**config.mk**
```make
export PLATFORM = sky130hd
export DESIGN_NAME = issue_buf
export DESIGN_NICKNAME = d
export VERILOG_FILES = /design/src/rtl/issue_buf.sv
export SDC_FILE = /design/constraint.sdc
export NUM_CORES = 2
export LEC_CHECK = 0
export CORE_ASPECT_RATIO = 0.5
export CORE_UTILIZATION = 40
export DETAILED_ROUTE_END_ITERATION = 10
export HOLD_SLACK_MARGIN = 0.02
export PLACE_DENSITY = 0.66
export SLEW_MARGIN = 20
export SYNTH_ARGS = -nofsm -noshare
export SYNTH_HDL_FRONTEND = slang
export SYNTH_SLANG_ARGS = --single-unit
```
**constraint.sdc**
```tcl
create_clock -name clk -period 12.6 [get_ports clk]
set_clock_uncertainty 0.1 [all_clocks]
set_input_delay 2.52 -clock clk [delete_from_list [all_inputs] [get_ports clk]]
set_output_delay 2.52 -clock clk [all_outputs]
set_load 0.05 [all_outputs]
```
**src/rtl/issue_buf.sv**
```systemverilog
// Decoded-instruction queue with in-order issue to lane 0 and, with ISSUE_DUAL_EN defined, a paired issue to lane 1.
// Latency: push at edge N, issue onto the lane registers at edge N+1 at the earliest (2 edges decoder-to-lane).
// Backpressure: in_ready drops when fewer than 2 entries are free or stop is high; stop freezes queue and lanes.
module issue_buf #(
    parameter int DEPTH = 8
) (
    input  logic        clk,
    input  logic        rst,
    input  logic        flush,
    input  logic        stop,
    input  logic        in_valid0,
    input  logic        in_valid1,
    input  logic [31:0] in_pc0,
    input  logic [31:0] in_pc1,
    input  logic [31:0] in_imm0,
    input  logic [31:0] in_imm1,
    input  logic [71:0] in_dec0,
    input  logic [71:0] in_dec1,
    output logic        in_ready,
    input  logic        wb_we0,
    input  logic        wb_we1,
    input  logic [4:0]  wb_addr0,
    input  logic [4:0]  wb_addr1,
    output logic        lane0_valid,
    output logic        lane1_valid,
    output logic [31:0] lane0_pc,
    output logic [31:0] lane1_pc,
    output logic [31:0] lane0_imm,
    output logic [31:0] lane1_imm,
    output logic [71:0] lane0_dec,
    output logic [71:0] lane1_dec,
    output logic        lane0_num,
    output logic        lane1_num
);

    localparam int          AW           = $clog2(DEPTH);
    localparam logic [AW:0] ONE          = (AW+1)'(1);
    localparam logic [AW:0] PUSH_LIM     = (AW+1)'(DEPTH - 2);
    localparam logic [2:0]  NPC_PLUS4    = 3'd0;
    localparam logic [1:0]  RFW_FROM_MEM = 2'd1;

    typedef struct packed {
        logic [31:0] pc;
        logic [31:0] imm;
        logic [71:0] dec;
    } entry_t;

    typedef struct packed {
        logic   vld;
        entry_t ent;
    } lane_t;

    entry_t      mem_q [DEPTH];
    logic [AW:0] head, tail, count, tail_p1, push_n, issue_n;
    logic        push0, push1, issue0, issue1;
    entry_t      h0;
    lane_t       lane0_q;
    logic        lane0_we, lane1_we;
    logic [4:0]  lane0_rd, lane1_rd;

    function automatic logic src_hit(input logic [4:0] rs, input logic [4:0] rt,
                                     input logic we, input logic [4:0] rd);
        return we && (rd != 5'd0) && ((rd == rs) || (rd == rt));
    endfunction

    // Any in-flight writer (lane registers or memory-stage wb ports) blocks a reader.
    function automatic logic hazard(input logic [4:0] rs, input logic [4:0] rt);
        return src_hit(rs, rt, lane0_we, lane0_rd) || src_hit(rs, rt, lane1_we, lane1_rd) ||
               src_hit(rs, rt, wb_we0, wb_addr0)   || src_hit(rs, rt, wb_we1, wb_addr1);
    endfunction

    function automatic logic is_mem(input logic dmwe, input logic [1:0] rfwsrc);
        return dmwe || (rfwsrc == RFW_FROM_MEM);
    endfunction

    assign count    = tail - head;
    assign tail_p1  = tail + ONE;
    assign in_ready = !stop && (count <= PUSH_LIM);
    assign push0    = in_ready && in_valid0 && !flush;
    assign push1    = push0 && in_valid1;
    assign push_n   = (AW+1)'(push0) + (AW+1)'(push1);
    assign issue_n  = (AW+1)'(issue0) + (AW+1)'(issue1);

    assign h0       = mem_q[head[AW-1:0]];
    assign issue0   = (count != '0) && !hazard(h0.dec[68:64], h0.dec[63:59]);
    assign lane0_we = lane0_q.vld && lane0_q.ent.dec[2];
    assign lane0_rd = lane0_q.ent.dec[58:54];

    always_ff @(posedge clk) begin
        if (push0) mem_q[tail[AW-1:0]]    <= '{pc: in_pc0, imm: in_imm0, dec: in_dec0};
        if (push1) mem_q[tail_p1[AW-1:0]] <= '{pc: in_pc1, imm: in_imm1, dec: in_dec1};
    end

    always_ff @(posedge clk or negedge rst) begin
        if (!rst) begin
            head    <= '0;
            tail    <= '0;
            lane0_q <= '0;
        end else if (flush) begin
            head    <= '0;
            tail    <= '0;
            lane0_q <= '0;
        end else if (!stop) begin
            tail    <= tail + push_n;
            head    <= head + issue_n;
            lane0_q <= issue0 ? {1'b1, h0} : '0;
        end
    end

    assign lane0_valid = lane0_q.vld;
    assign lane0_pc    = lane0_q.ent.pc;
    assign lane0_imm   = lane0_q.ent.imm;
    assign lane0_dec   = lane0_q.ent.dec;
    assign lane0_num   = 1'b0;

`ifdef ISSUE_DUAL_EN
    logic [AW:0] head_p1;
    entry_t      h1;
    lane_t       lane1_q;
    logic        same_rd;

    assign head_p1  = head + ONE;
    assign h1       = mem_q[head_p1[AW-1:0]];
    assign same_rd  = h0.dec[2] && h1.dec[2] && (h0.dec[58:54] != 5'd0) &&
                      (h0.dec[58:54] == h1.dec[58:54]);
    // The younger slot only pairs with a non-branch, non-conflicting, single-memory-op head.
    assign issue1   = issue0 && (count != ONE) &&
                      !hazard(h1.dec[68:64], h1.dec[63:59]) &&
                      !src_hit(h1.dec[68:64], h1.dec[63:59], h0.dec[2], h0.dec[58:54]) &&
                      (h0.dec[15:13] == NPC_PLUS4) &&
                      !(is_mem(h0.dec[6], h0.dec[1:0]) && is_mem(h1.dec[6], h1.dec[1:0])) &&
                      !same_rd;
    assign lane1_we = lane1_q.vld && lane1_q.ent.dec[2];
    assign lane1_rd = lane1_q.ent.dec[58:54];

    always_ff @(posedge clk or negedge rst) begin
        if (!rst) begin
            lane1_q <= '0;
        end else if (flush) begin
            lane1_q <= '0;
        end else if (!stop) begin
            lane1_q <= issue1 ? {1'b1, h1} : '0;
        end
    end

    assign lane1_valid = lane1_q.vld;
    assign lane1_pc    = lane1_q.ent.pc;
    assign lane1_imm   = lane1_q.ent.imm;
    assign lane1_dec   = lane1_q.ent.dec;
    assign lane1_num   = lane1_q.vld;
`else
    assign issue1      = 1'b0;
    assign lane1_we    = 1'b0;
    assign lane1_rd    = 5'd0;
    assign lane1_valid = 1'b0;
    assign lane1_pc    = '0;
    assign lane1_imm   = '0;
    assign lane1_dec   = '0;
    assign lane1_num   = 1'b0;
`endif

endmodule
```
# == After elaboration in Yosys (flattened, before gate mapping) ==
# Memory sizes are Yosys's and may differ from the RTL's.
# Index checks and enable logic that the tools add are counted.
# word_totals
register_bits,145
ram_bits,1088
in_bits,290
memories,1
# memory_table
memory,words,word_bits,read_ports,rd_ports_with_merged_regs,wr,line,rtl
mem_q,8,136,1,0,2,53,entry_t mem_q [DEPTH];
# op_classes
addsub,5
magnitude_cmp,1
n_eq_ne,7
muxes,11
reduce_logical,24
# ops
op,n
137-bit two-way mux,3
5-bit equality test,6
4-bit two-way mux,4
5-bit nonzero test,3
1-bit logical AND,12
1-bit logical OR,5
4-bit by 1-bit adder with 4-bit output,1
4-bit by 2-bit adder with 4-bit output,1
"4-bit by 3-bit <= comparator with 1-bit output, second input constant",1
1-bit two-way mux,4
4-bit nonzero test,1
4-bit subtractor,1
"3-bit by 1-bit adder with 3-bit output, second input constant",1
1-bit zero test,3
1-bit by 1-bit adder with 2-bit output,1
"2-bit != test, second input constant",1

# == Depth between registers and ports, before layout ==
# An unclocked memory read counts as a cell.
# logic_depth
word_depth,11
depth_mapped,16
ltp_nobuf,13

# == Least setup slack after synthesis ==
# OpenSTA, ideal clock, no wires.
# synth_timing
path_kind,input to register
startpoint,input port in_valid0
endpoint,memory mem_q[1][0] (netlist bit) (enable)
t_arrival_ns,12.943
required_time_ns,11.670
slack_ns,-1.273
stages,3
cell_sequence,nor2b_1 > o2111ai_1 > o31ai_1
# synth_lines
element,line,rtl
"start, declared",11,"input logic in_valid0,"
"end, declared",53,

# == Worst setup path in the final report ==
# layout_timing
startpoint,input port stop
endpoint,output port in_ready
# layout_between
elab_chain_cells,2
# layout_lines
element,line,rtl
"start, declared",10,"input logic stop,"
1-bit zero test,-,
1-bit logical AND,78,assign in_ready = !stop && (count <= PUSH_LIM);
"end, declared",19,"output logic in_ready,"
# No other way between the ends.

==> qor.txt <==
Worst Hold Class - flip-flop to flip-flop
DR iter-0 viols - 3,342
Synth Area in Adders - 0.2028%
Reg2Reg Setup Slack - 5.60 ns
clk slew on worst S/H paths - 0.06 ns
ys flop type - edfxtp_1
largest family of logic cells by synthesized area - multiplexers
WS Path Type - input port to output port
first-pass GRT wire length - 266.0 mm
DR pass1 iterations - 5
Vias/cell - 5.757
Post-synth ARST share - 11.76%
top-count cell post-synth - mux2_2
Avg WL per Cell - 28.11 um
hold violation count in the final report - 0
Hold Buf Count CTS - 0
Setup crit end kind - output port
final setup fails - 0
dpl hpwl - 103.7 mm
post-route setup TNS - 0 ns
CTS Buf Count - 130
Final Core Density - 46.94%
EDFF count, synth - 1,088
Post-Syn Area per Cell - 15.75 sq um
fraction of the mapped netlist area in simple logic gates - 5.048%
crit path DAT - 4.75 ns
worst hold margin - 0.3782 ns
Initial Utilization - 40.49%
worst r2r src - head[2]
post-synth top area share - 51.91%
Die Ht - 282.5 um
mux contribution to synthesized area - 29.37%
register area share after synthesis - 57.68%
total congestion overflow - 0
die area - 0.1590 sq mm
Yosys reg bits - 1,233
RSZ-0062 raised after global routing - false
P_leak - 0.02429 uW
postcts setup bufs - 0
XOR/XNOR Fraction of Synth Area - 0.4990%
worst-case reg-to-reg path depth - 9
total core area - 0.1554 sq mm
initial antenna violation count - 52
I/O Buffers - 427
Die Width - 563.0 um
Detailed Route WL - 184.4 mm
Vias - 37.77k
worst r2r dst - mem_q[0][9]
Placer Congestion - 0.7853
synth top area cells - edfxtp_1 (52%), mux2_2 (20%), mux4_2 (9.3%), dfrtp_1 (5.8%), nand2_1 (3.1%)
final net count - 4,632
final slew viol count - 0
min Tclk post-route - 7.371 ns
Worst-Margin Slew - 1.159 ns
PD cells - 164.5 mW/mm^2
fmax - 0.1357 GHz
Yosys cell types - 56
Power Total - 12,000 uW
Critical Path Fanout Max - 12
Worst VDD drop - 0.1728 mV
PostCTS Resize Cnt - 0
status - complete, no violations
Clock Path Buffers - 3
FP Rows - 102
crit share post-route - 58.50%
Tot GR Track Use - 22.81%
CTS tree - built
latest clock arrival within the worst-skew pair - 0.76 ns
Synth Area in Compound Gates - 2.996%
Max Cap Viol - 0
# clock sinks - 1,233
ANT nets after route - 0
area grow syn2layout - 15.93%
Max H-tree Level - 4
end of the critical path - in_ready
relative slew slack - 22.66%
Remaining DRCs - 0
Setup crit start - stop
Syn. warnings - 0
I/O pins - 567
layout cells sized above 1 - 40.06%
fill cell count - 13.36k
top cells by count, synth - mux2_2 (1,098), edfxtp_1 (1,088), nand2_1 (521)
Gate Count Post-Synth - 3,995
Netlist Area Pre-Place - 0.06293 sq mm
Worst Setup Start Kind - input port
largest net degree at the start of global routing - 107
CTS Root Cell - clkbuf_16
critical path required time - 9.98 ns
vias in the first global route - 38.78k
leading area contributor after synthesis - edfxtp_1
sequential cells by signal, summed over array words and instances (netlist names):
signal       flops
mem_q         1088
lane0_dec       72
lane0_imm       32
lane0_pc        32
head             4
tail             4
lane0_valid      1
cell families after synthesis:
family,count (synthesis)
AOI/OAI and AO/OA,169
xor gates and xnor gates,35
adders and majority gates,9
buffers and inverters,441
DFF,1233
muxes,1381
other,1
and+or+nand+nor,726
placed cells by master (no fill, tap or decap), drive strengths merged, types with 24 or more instances in the layout:
cell type      synthesis  layout
buf                  308      79
clkbuf               129     196
nor2                  29      29
mux2                1098    1098
diode                  0      40
clkdlybuf4s50          0     426
clkinv                 0      33
conb                   1     139
dfrtp                145     145
mux4                 261     261
xnor2                 24      24
edfxtp              1088    1088
nand2                521     521
nand4                129     129
o31ai                139     139
cell type report:
class                      instances  area (sq um)  area share [%]
sequential                      1233         36310           49.77
multi-input combinational       2459         24700           33.86
timing repair buffer             505          4996           6.848
clock buffer                     196          3885           5.325
tap                             2080          2603           3.567
clock inverter                    44         342.8          0.4699
antenna                           40         100.1          0.1372
inverter                           4         17.52         0.02401
worst min path at each step:
stage	depth (start not counted)	start	endpoint
floorplan	2	head[3]	head[3]
global route	2	lane0_imm[26]	lane0_imm[26]
global placement	2	lane0_pc[26]	lane0_pc[26]
CTS	2	lane0_imm[31]	lane0_imm[31]
detailed placement	2	lane0_pc[29]	lane0_pc[29]
finish	2	lane0_pc[21]	lane0_pc[21]
critical path: stages:
cell             delay, ns
clkdlybuf4s50_1       0.71
a21oi_1               0.36
o21a_1                0.24
clkdlybuf4s50_1       0.90
where the power goes:
group / switching (uW) / internal [uW]
clock network: 1620 / 2230
logic: 1980 / 1320
registers: 190 / 4660
total: 3790 / 8210
stage by stage:
step | cells | area, sq um | setup WS [ns]
after global placement | 6278 | 68550 | 4.962
after floorplan | 4133 | 63460 | 2.148
final | 6561 | 72960 | 5.229
after CTS | 6520 | 72830 | 5.260
after detailed placement | 6280 | 68600 | 4.954
after global routing | 6557 | 72950 | 5.183
metal layers:
layer	vias to the layer above	wire, um	global-route usage, %
li1	16061	-	-
met1	19974	74480	29.21
met2	1413	93220	39.03
met3	301	11090	3.500
met4	24	5487	9.041
met5	-	138	0
Note: power is estimated with default switching activity, not from simulation.
